File: src/rtl/adc_pkg.sv
//==============================================================================
// Module      : adc_pkg
// Description : Shared definitions for the accelerometer scan sequencer:
//               data/channel widths, channel encodings and the scan FSM
//               state encoding.
// Revision    : 1.0 - initial release
//==============================================================================
`default_nettype none

package adc_pkg;

   // ADC result width and channel-select width
   localparam int ADC_W = 8;
   localparam int CH_W  = 2;

   // Channel-select encodings driven on adc_di (3 is never driven)
   localparam logic [CH_W-1:0] CH_X = 2'd0;
   localparam logic [CH_W-1:0] CH_Y = 2'd1;
   localparam logic [CH_W-1:0] CH_Z = 2'd2;

   // Scan sequencer states
   typedef enum logic [2:0] {
      ST_IDLE  = 3'd0,
      ST_SEL   = 3'd1,
      ST_REARM = 3'd2,
      ST_WAIT  = 3'd3,
      ST_STORE = 3'd4,
      ST_NEXT  = 3'd5,
      ST_GAP   = 3'd6
   } scan_state_t;

endpackage

`default_nettype wire

File: src/rtl/adc_scan_filter.sv
//==============================================================================
// Module      : adc_scan_filter
// Description : First-order IIR smoother for one accelerometer axis:
//                  y <= y + ((x - y) >>> AVG_SHIFT)
//               The first load after reset seeds y with x directly.
//               Only instantiated when ADC_SCAN_AVG_EN is defined.
// Ports       : clk  - clock
//               rst  - synchronous active-high reset (clears y and seed flag)
//               load - apply one new sample x
//               x    - new raw sample
//               y    - filtered value (registered)
// Revision    : 1.0 - initial release
//==============================================================================
`default_nettype none

module adc_scan_filter
   import adc_pkg::*;
#(
   parameter int AVG_SHIFT = 2
) (
   input  logic             clk,
   input  logic             rst,
   input  logic             load,
   input  logic [ADC_W-1:0] x,
   output logic [ADC_W-1:0] y
);

   logic                    r_seeded;
   logic signed [ADC_W:0]   w_diff;
   logic        [ADC_W-1:0] w_step;
   logic        [ADC_W-1:0] w_next;

   // The difference needs one extra bit for its sign. The arithmetic shift
   // rounds towards minus infinity, so y + step always lies between y and x
   // and the 8-bit modular sum below never wraps.
   assign w_diff = $signed({1'b0, x}) - $signed({1'b0, y});
   assign w_step = ADC_W'(w_diff >>> AVG_SHIFT);
   assign w_next = y + w_step;

   always_ff @(posedge clk) begin
      if (rst) begin
         y        <= '0;
         r_seeded <= 1'b0;
      end else if (load) begin
         y        <= r_seeded ? w_next : x;
         r_seeded <= 1'b1;
      end
   end

endmodule

`default_nettype wire

File: src/rtl/adc_scan.sv
//==============================================================================
// Module      : adc_scan
// Description : Scan sequencer and sample holder for the serial accelerometer
//               ADC. Steps the channel select through X, Y, Z, re-arms the
//               ADC for every conversion, captures each result on the rising
//               edge of adc_done and presents a coherent three-axis frame
//               with a one-cycle frame_valid strobe, followed by an idle gap.
// Config      : ADC_SCAN_AVG_EN - when defined each axis is passed through a
//               first-order IIR filter (adc_scan_filter) with shift
//               AVG_SHIFT; otherwise the raw capture is stored.
// Ports       : clk, rst       - clock, synchronous active-high reset
//               enable         - continuous scanning while high
//               err_clr        - clears the sticky timeout_err flag
//               adc_done       - conversion-complete level from the ADC
//               adc_data       - conversion result, valid with adc_done
//               adc_rst        - ADC re-arm (low only while waiting)
//               adc_di         - channel select 0=X, 1=Y, 2=Z
//               ax, ay, az     - latest axis values
//               frame_valid    - one-cycle pulse at frame completion
//               timeout_err    - sticky conversion timeout flag
//               busy           - high whenever the sequencer is not idle
// Revision    : 1.0 - initial release
//==============================================================================
`default_nettype none

module adc_scan
   import adc_pkg::*;
#(
   parameter int FRAME_GAP = 1000,
   parameter int TIMEOUT   = 4095,
   parameter int AVG_SHIFT = 2
) (
   input  logic             clk,
   input  logic             rst,
   input  logic             enable,
   input  logic             err_clr,
   input  logic             adc_done,
   input  logic [ADC_W-1:0] adc_data,
   output logic             adc_rst,
   output logic [CH_W-1:0]  adc_di,
   output logic [ADC_W-1:0] ax,
   output logic [ADC_W-1:0] ay,
   output logic [ADC_W-1:0] az,
   output logic             frame_valid,
   output logic             timeout_err,
   output logic             busy
);

   // One down/up counter serves both the WAIT timeout and the GAP countdown,
   // so it is sized for the larger of the two.
   localparam int c_cnt_max = (FRAME_GAP > TIMEOUT) ? FRAME_GAP : TIMEOUT;
   localparam int c_cnt_w   = (c_cnt_max < 1) ? 1 : $clog2(c_cnt_max + 1);

   localparam logic [c_cnt_w-1:0] c_to_last  = c_cnt_w'(TIMEOUT - 1);
   localparam logic [c_cnt_w-1:0] c_gap_load = c_cnt_w'(FRAME_GAP);

   generate
      if (AVG_SHIFT < 1 || AVG_SHIFT > 7) begin : g_bad_avg_shift
         $error("adc_scan: AVG_SHIFT must be in 1..7");
      end
      if (TIMEOUT < 1) begin : g_bad_timeout
         $error("adc_scan: TIMEOUT must be at least 1");
      end
   endgenerate

   scan_state_t          r_state;
   logic [CH_W-1:0]      r_ch;
   logic [c_cnt_w-1:0]   r_cnt;
   logic                 r_done_q;
   logic [ADC_W-1:0]     r_cap;
   logic                 w_done_rise;

   // done_q follows adc_done in every state, so a level already high when
   // WAIT is entered is not mistaken for a fresh conversion.
   assign w_done_rise = adc_done & ~r_done_q;

   //--------------------------------------------------------------------------
   // Sequencer with registered outputs: every output is updated on the
   // transition into the state that owns its value.
   //--------------------------------------------------------------------------
   always_ff @(posedge clk) begin
      if (rst) begin
         r_state     <= ST_IDLE;
         r_ch        <= CH_X;
         r_cnt       <= '0;
         r_done_q    <= 1'b0;
         r_cap       <= '0;
         adc_rst     <= 1'b1;
         adc_di      <= CH_X;
         frame_valid <= 1'b0;
         timeout_err <= 1'b0;
         busy        <= 1'b0;
`ifndef ADC_SCAN_AVG_EN
         ax          <= '0;
         ay          <= '0;
         az          <= '0;
`endif
      end else begin
         r_done_q    <= adc_done;
         frame_valid <= 1'b0;

         // Clear first so that a timeout raised below in the same cycle wins.
         if (err_clr) begin
            timeout_err <= 1'b0;
         end

         case (r_state)
            ST_IDLE: begin
               adc_rst <= 1'b1;
               adc_di  <= CH_X;
               if (enable) begin
                  r_ch    <= CH_X;
                  busy    <= 1'b1;
                  r_state <= ST_SEL;
               end
            end

            ST_SEL: begin
               r_state <= ST_REARM;
            end

            // Channel select has now been stable for two cycles; release ADC.
            ST_REARM: begin
               adc_rst <= 1'b0;
               r_cnt   <= '0;
               r_state <= ST_WAIT;
            end

            ST_WAIT: begin
               if (w_done_rise) begin
                  r_cap   <= adc_data;
                  adc_rst <= 1'b1;
                  r_state <= ST_STORE;
               end else if (r_cnt == c_to_last) begin
                  // Abandon this channel; the axis keeps its previous value.
                  timeout_err <= 1'b1;
                  adc_rst     <= 1'b1;
                  r_state     <= ST_NEXT;
               end else begin
                  r_cnt <= r_cnt + 1'b1;
               end
            end

            ST_STORE: begin
`ifndef ADC_SCAN_AVG_EN
               case (r_ch)
                  CH_X:    ax <= r_cap;
                  CH_Y:    ay <= r_cap;
                  CH_Z:    az <= r_cap;
                  default: ;
               endcase
`endif
               r_state <= ST_NEXT;
            end

            ST_NEXT: begin
               if (r_ch < CH_Z) begin
                  r_ch    <= r_ch + 2'd1;
                  adc_di  <= r_ch + 2'd1;
                  r_state <= ST_SEL;
               end else begin
                  frame_valid <= 1'b1;
                  r_cnt       <= c_gap_load;
                  r_state     <= ST_GAP;
               end
            end

            // enable is only sampled here, so dropping it mid-frame lets the
            // current frame run to completion.
            ST_GAP: begin
               adc_rst <= 1'b1;
               if (r_cnt == '0) begin
                  r_ch   <= CH_X;
                  adc_di <= CH_X;
                  if (enable) begin
                     r_state <= ST_SEL;
                  end else begin
                     busy    <= 1'b0;
                     r_state <= ST_IDLE;
                  end
               end else begin
                  r_cnt <= r_cnt - 1'b1;
               end
            end

            default: begin
               adc_rst <= 1'b1;
               adc_di  <= CH_X;
               busy    <= 1'b0;
               r_state <= ST_IDLE;
            end
         endcase
      end
   end

`ifdef ADC_SCAN_AVG_EN
   //--------------------------------------------------------------------------
   // Filtered axes: each filter updates on the same edge a raw store would.
   //--------------------------------------------------------------------------
   logic w_store;
   logic w_load_x;
   logic w_load_y;
   logic w_load_z;

   assign w_store  = (r_state == ST_STORE);
   assign w_load_x = w_store && (r_ch == CH_X);
   assign w_load_y = w_store && (r_ch == CH_Y);
   assign w_load_z = w_store && (r_ch == CH_Z);

   adc_scan_filter #(.AVG_SHIFT(AVG_SHIFT)) u_filt_x (
      .clk  (clk),
      .rst  (rst),
      .load (w_load_x),
      .x    (r_cap),
      .y    (ax)
   );

   adc_scan_filter #(.AVG_SHIFT(AVG_SHIFT)) u_filt_y (
      .clk  (clk),
      .rst  (rst),
      .load (w_load_y),
      .x    (r_cap),
      .y    (ay)
   );

   adc_scan_filter #(.AVG_SHIFT(AVG_SHIFT)) u_filt_z (
      .clk  (clk),
      .rst  (rst),
      .load (w_load_z),
      .x    (r_cap),
      .y    (az)
   );
`endif

endmodule

`default_nettype wire

File: config.mk
export PLATFORM = sky130hd
export DESIGN_NAME = adc_scan
export DESIGN_NICKNAME = d
export VERILOG_FILES = /design/src/rtl/adc_pkg.sv /design/src/rtl/adc_scan_filter.sv /design/src/rtl/adc_scan.sv
export SDC_FILE = /design/constraint.sdc
export NUM_CORES = 1
export LEC_CHECK = 0
export ABC_AREA = 0
export CAP_MARGIN = 15
export CELL_PAD_IN_SITES_DETAIL_PLACEMENT = 2
export CELL_PAD_IN_SITES_GLOBAL_PLACEMENT = 2
export CORE_MARGIN = 3
export CORE_UTILIZATION = 32
export CTS_BUF_LIST = sky130_fd_sc_hd__clkbuf_4
export CTS_CLUSTER_SIZE = 28
export DETAILED_ROUTE_END_ITERATION = 7
export PLACE_DENSITY = 0.92
export SLEW_MARGIN = 20
export SYNTH_ARGS = -nofsm -noshare
export SYNTH_HDL_FRONTEND = slang
export SYNTH_SLANG_ARGS = --single-unit
File: constraint.sdc
create_clock -name clk -period 3.8 [get_ports clk]
set_input_delay 1.14 -clock clk [delete_from_list [all_inputs] [get_ports clk]]
set_output_delay 1.14 -clock clk [all_outputs]
set_load 0.01 [all_outputs]
==> run summary <==
Slew HR -> 52.5%
Synth Flop Type -> dfxtp_1
Leak -> 1.18 nW
most frequent cells in the layout -> 65 x nand2_1, 56 x dfxtp_1, 46 x a21oi_1
Reg power frac -> 54.4%
syn nets -> 389
core area -> 8460 µm²
max-cap viol count -> 0
Final Hold Fails -> 0
Initial DRC Count -> 125
drt drc -> 0
status -> completed
Syn Area/Cell -> 7.75 µm²
combinational power share -> 19.0%
worst-case clock buffer depth -> 2
RePlAce Congestion -> 0.823
Avg Vias per Cell -> 5.67
first-pass GRT wire length -> 16.6 mm
Worst Setup Start Kind -> primary input
CTS tree -> yes
number of synthesized flops with an enable pin -> 0
vias in the first global route -> 3126
Pre-antenna DRT Iters -> 4
H-tree depth -> 2
DP Cell Count -> 499
post-synthesis instance area -> 2860 µm²
Final HPWL DP -> 7.50 mm
hold-fix buffers at CTS -> 0
Final setup viols -> 0
ANT nets after route -> 0
Clock Skew -> 0.0183 ns
row count -> 33
RSZ-0062 raised after global routing -> false
Port Buffers -> 42
Clock Pin Slew Worst Setup and Hold Paths -> 0.18 ns
period utilization -> 80.9%
worst slew pin tran -> 0.709 ns
setup bufs post-CTS -> 0
gr ovfl total -> 0
share of cells above drive strength 1 -> 5.97%
clk_lat worst skew -> 0.41 ns
Ant. Diodes -> 0
Worst EP arrival -> 3.41 ns
CTS Buf Count -> 5
YS warnings -> 0
setup TNS -> 0 ns
Slew Viols, Final -> 0
maximum vdd ir drop -> 0.149 mV
Peak Freq -> 0.325 GHz
Netlist cell types -> 47
Net count, final -> 421
DIE WIDTH -> 101 µm
Top Ports -> 43
Die Span Y -> 101 µm
commonest non-fill, non-tap cell in the layout -> nand2_1
CP Max Fanout -> 7
internal power -> 0.758 mW
Vias -> 2874
die area -> 10100 µm²
Sink Count -> 56
area grow syn2layout -> 19.7%
initial antenna violation count -> 0
Total Wirelength -> 9.99 mm
post_cts resized -> 0
share of flip-flops with an asynchronous set or reset -> 0%
Initial Util -> 33.8%
register area share after synthesis -> 39.2%
min cycle time layout -> 3.07 ns
Mapped Cells -> 369
switching pwr -> 0.373 mW
Cell Count, Final, Fillers Out -> 507
final hold slack -> 0.470 ns
sw frac -> 33.0%
Req. time, crit path -> 4.14 ns
drt wl/cell -> 19.7 µm
largest net degree at the start of global routing -> 36
overall routing resource usage -> 20.7%
min-delay worst type -> flip-flop to flip-flop
clock share of power -> 26.6%
power density over the cells -> 330 nW/µm²
post-synthesis register bit count -> 56
Worst setup EP type -> flip-flop
flop2flop setup slack -> 1.13 ns
CTS root buf -> clkbuf_4
CP Class -> primary input to flip-flop
[logic make-up (layout without fill, tap and decap cells)]
family	after synthesis	count (layout)	synth area share, %
xor+xnor	11	11	3.37
simple gates	159	159	26.0
flops	56	56	39.2
fa+ha+maj	8	8	3.41
mux	12	12	4.20
buf+inv	31	64	4.46
compound gates	92	92	19.4
[synthesized netlist by cell type, types with 3 or more instances]
master | n | area (µm²)
nand2_1 | 65 | 244
o211ai_1 | 5 | 37.5
ha_1 | 7 | 87.6
clkbuf_1 | 20 | 75.1
dfxtp_1 | 56 | 1120
inv_1 | 6 | 22.5
nand3_1 | 14 | 70.1
nand2b_1 | 4 | 25.0
o21ai_0 | 9 | 45.0
a221oi_1 | 5 | 43.8
mux2i_1 | 12 | 120
or4_1 | 5 | 37.5
or3_1 | 3 | 18.8
o31ai_1 | 3 | 22.5
nor3_1 | 7 | 35.0
a21o_1 | 3 | 22.5
nor2b_1 | 5 | 31.3
xnor2_1 | 9 | 78.8
buf_2 | 3 | 15.0
or2_2 | 3 | 18.8
nor2_1 | 40 | 150
a21oi_1 | 46 | 230
a22oi_1 | 3 | 22.5
a31oi_1 | 7 | 43.8
and3_1 | 3 | 18.8
[area by class of cell]
type                       instances  area [µm²]
clock buffer                       5        37.5
clock inverter                     3        27.5
fill                            1005        5040
inverter                           7        26.3
multi-input combinational        282        1610
sequential                        56        1120
tap                              105         131
timing repair buffer              49         468
[per-layer routing]
layer  up-vias  wire, µm  track usage, %
li1       1354         -               -
met4         0       126            4.77
met2        65      5060            36.0
met3        15       363            2.84
met5         -         0               0
met1      1440      4430            27.2
[registers in the layout, indices dropped and copies added (netlist names)]
register,flops
r_state,3
r_ch,2
frame_valid,1
adc_di,2
adc_rst,1
busy,1
r_done_q,1
az,8
r_cap,8
r_cnt,12
ay,8
timeout_err,1
ax,8
[through the flow]
step / instance area [µm²] / power, mW / util [%] / setup WS, ns
2_1_floorplan: 2860 / 0.765 / - / 1.21
3_3_place_gp: 3360 / 0.826 / 39.7 / 0.495
3_5_place_dp: 3360 / 0.841 / 39.7 / 0.340
4_1_cts: 3420 / 1.14 / 40.5 / 0.717
5_1_grt: 3420 / 1.18 / 40.5 / 0.542
6_report: 3420 / 1.13 / 40.5 / 0.727
[worst paths after layout]
path	from	end	cells past startpoint
worst max-delay path	enable	r_cnt[8]	7
worst min-delay path	az[0]	az[0]	2
worst max register to register	r_state[0]	r_cnt[8]	10
worst min register to register	az[0]	az[0]	2
[power by group through the flow]
stage          logic (mW)  registers [mW]  clock network (mW)
6_report            0.215           0.616               0.301
3_3_place_gp        0.201           0.625                   0
5_1_grt             0.240           0.619               0.322
3_5_place_dp        0.213           0.628                   0
2_1_floorplan       0.141           0.624                   0
4_1_cts             0.215           0.616               0.310
[critical path: stages]
cell and delay [ns]:
clkdlybuf4s50_1 0.51, nor3_2 0.28, nor4_4 0.09, o32ai_1 0.39, nand2_1 0.27, or4_1 0.57
a21oi_1 0.16
Note: power is estimated with default switching activity, not from simulation.
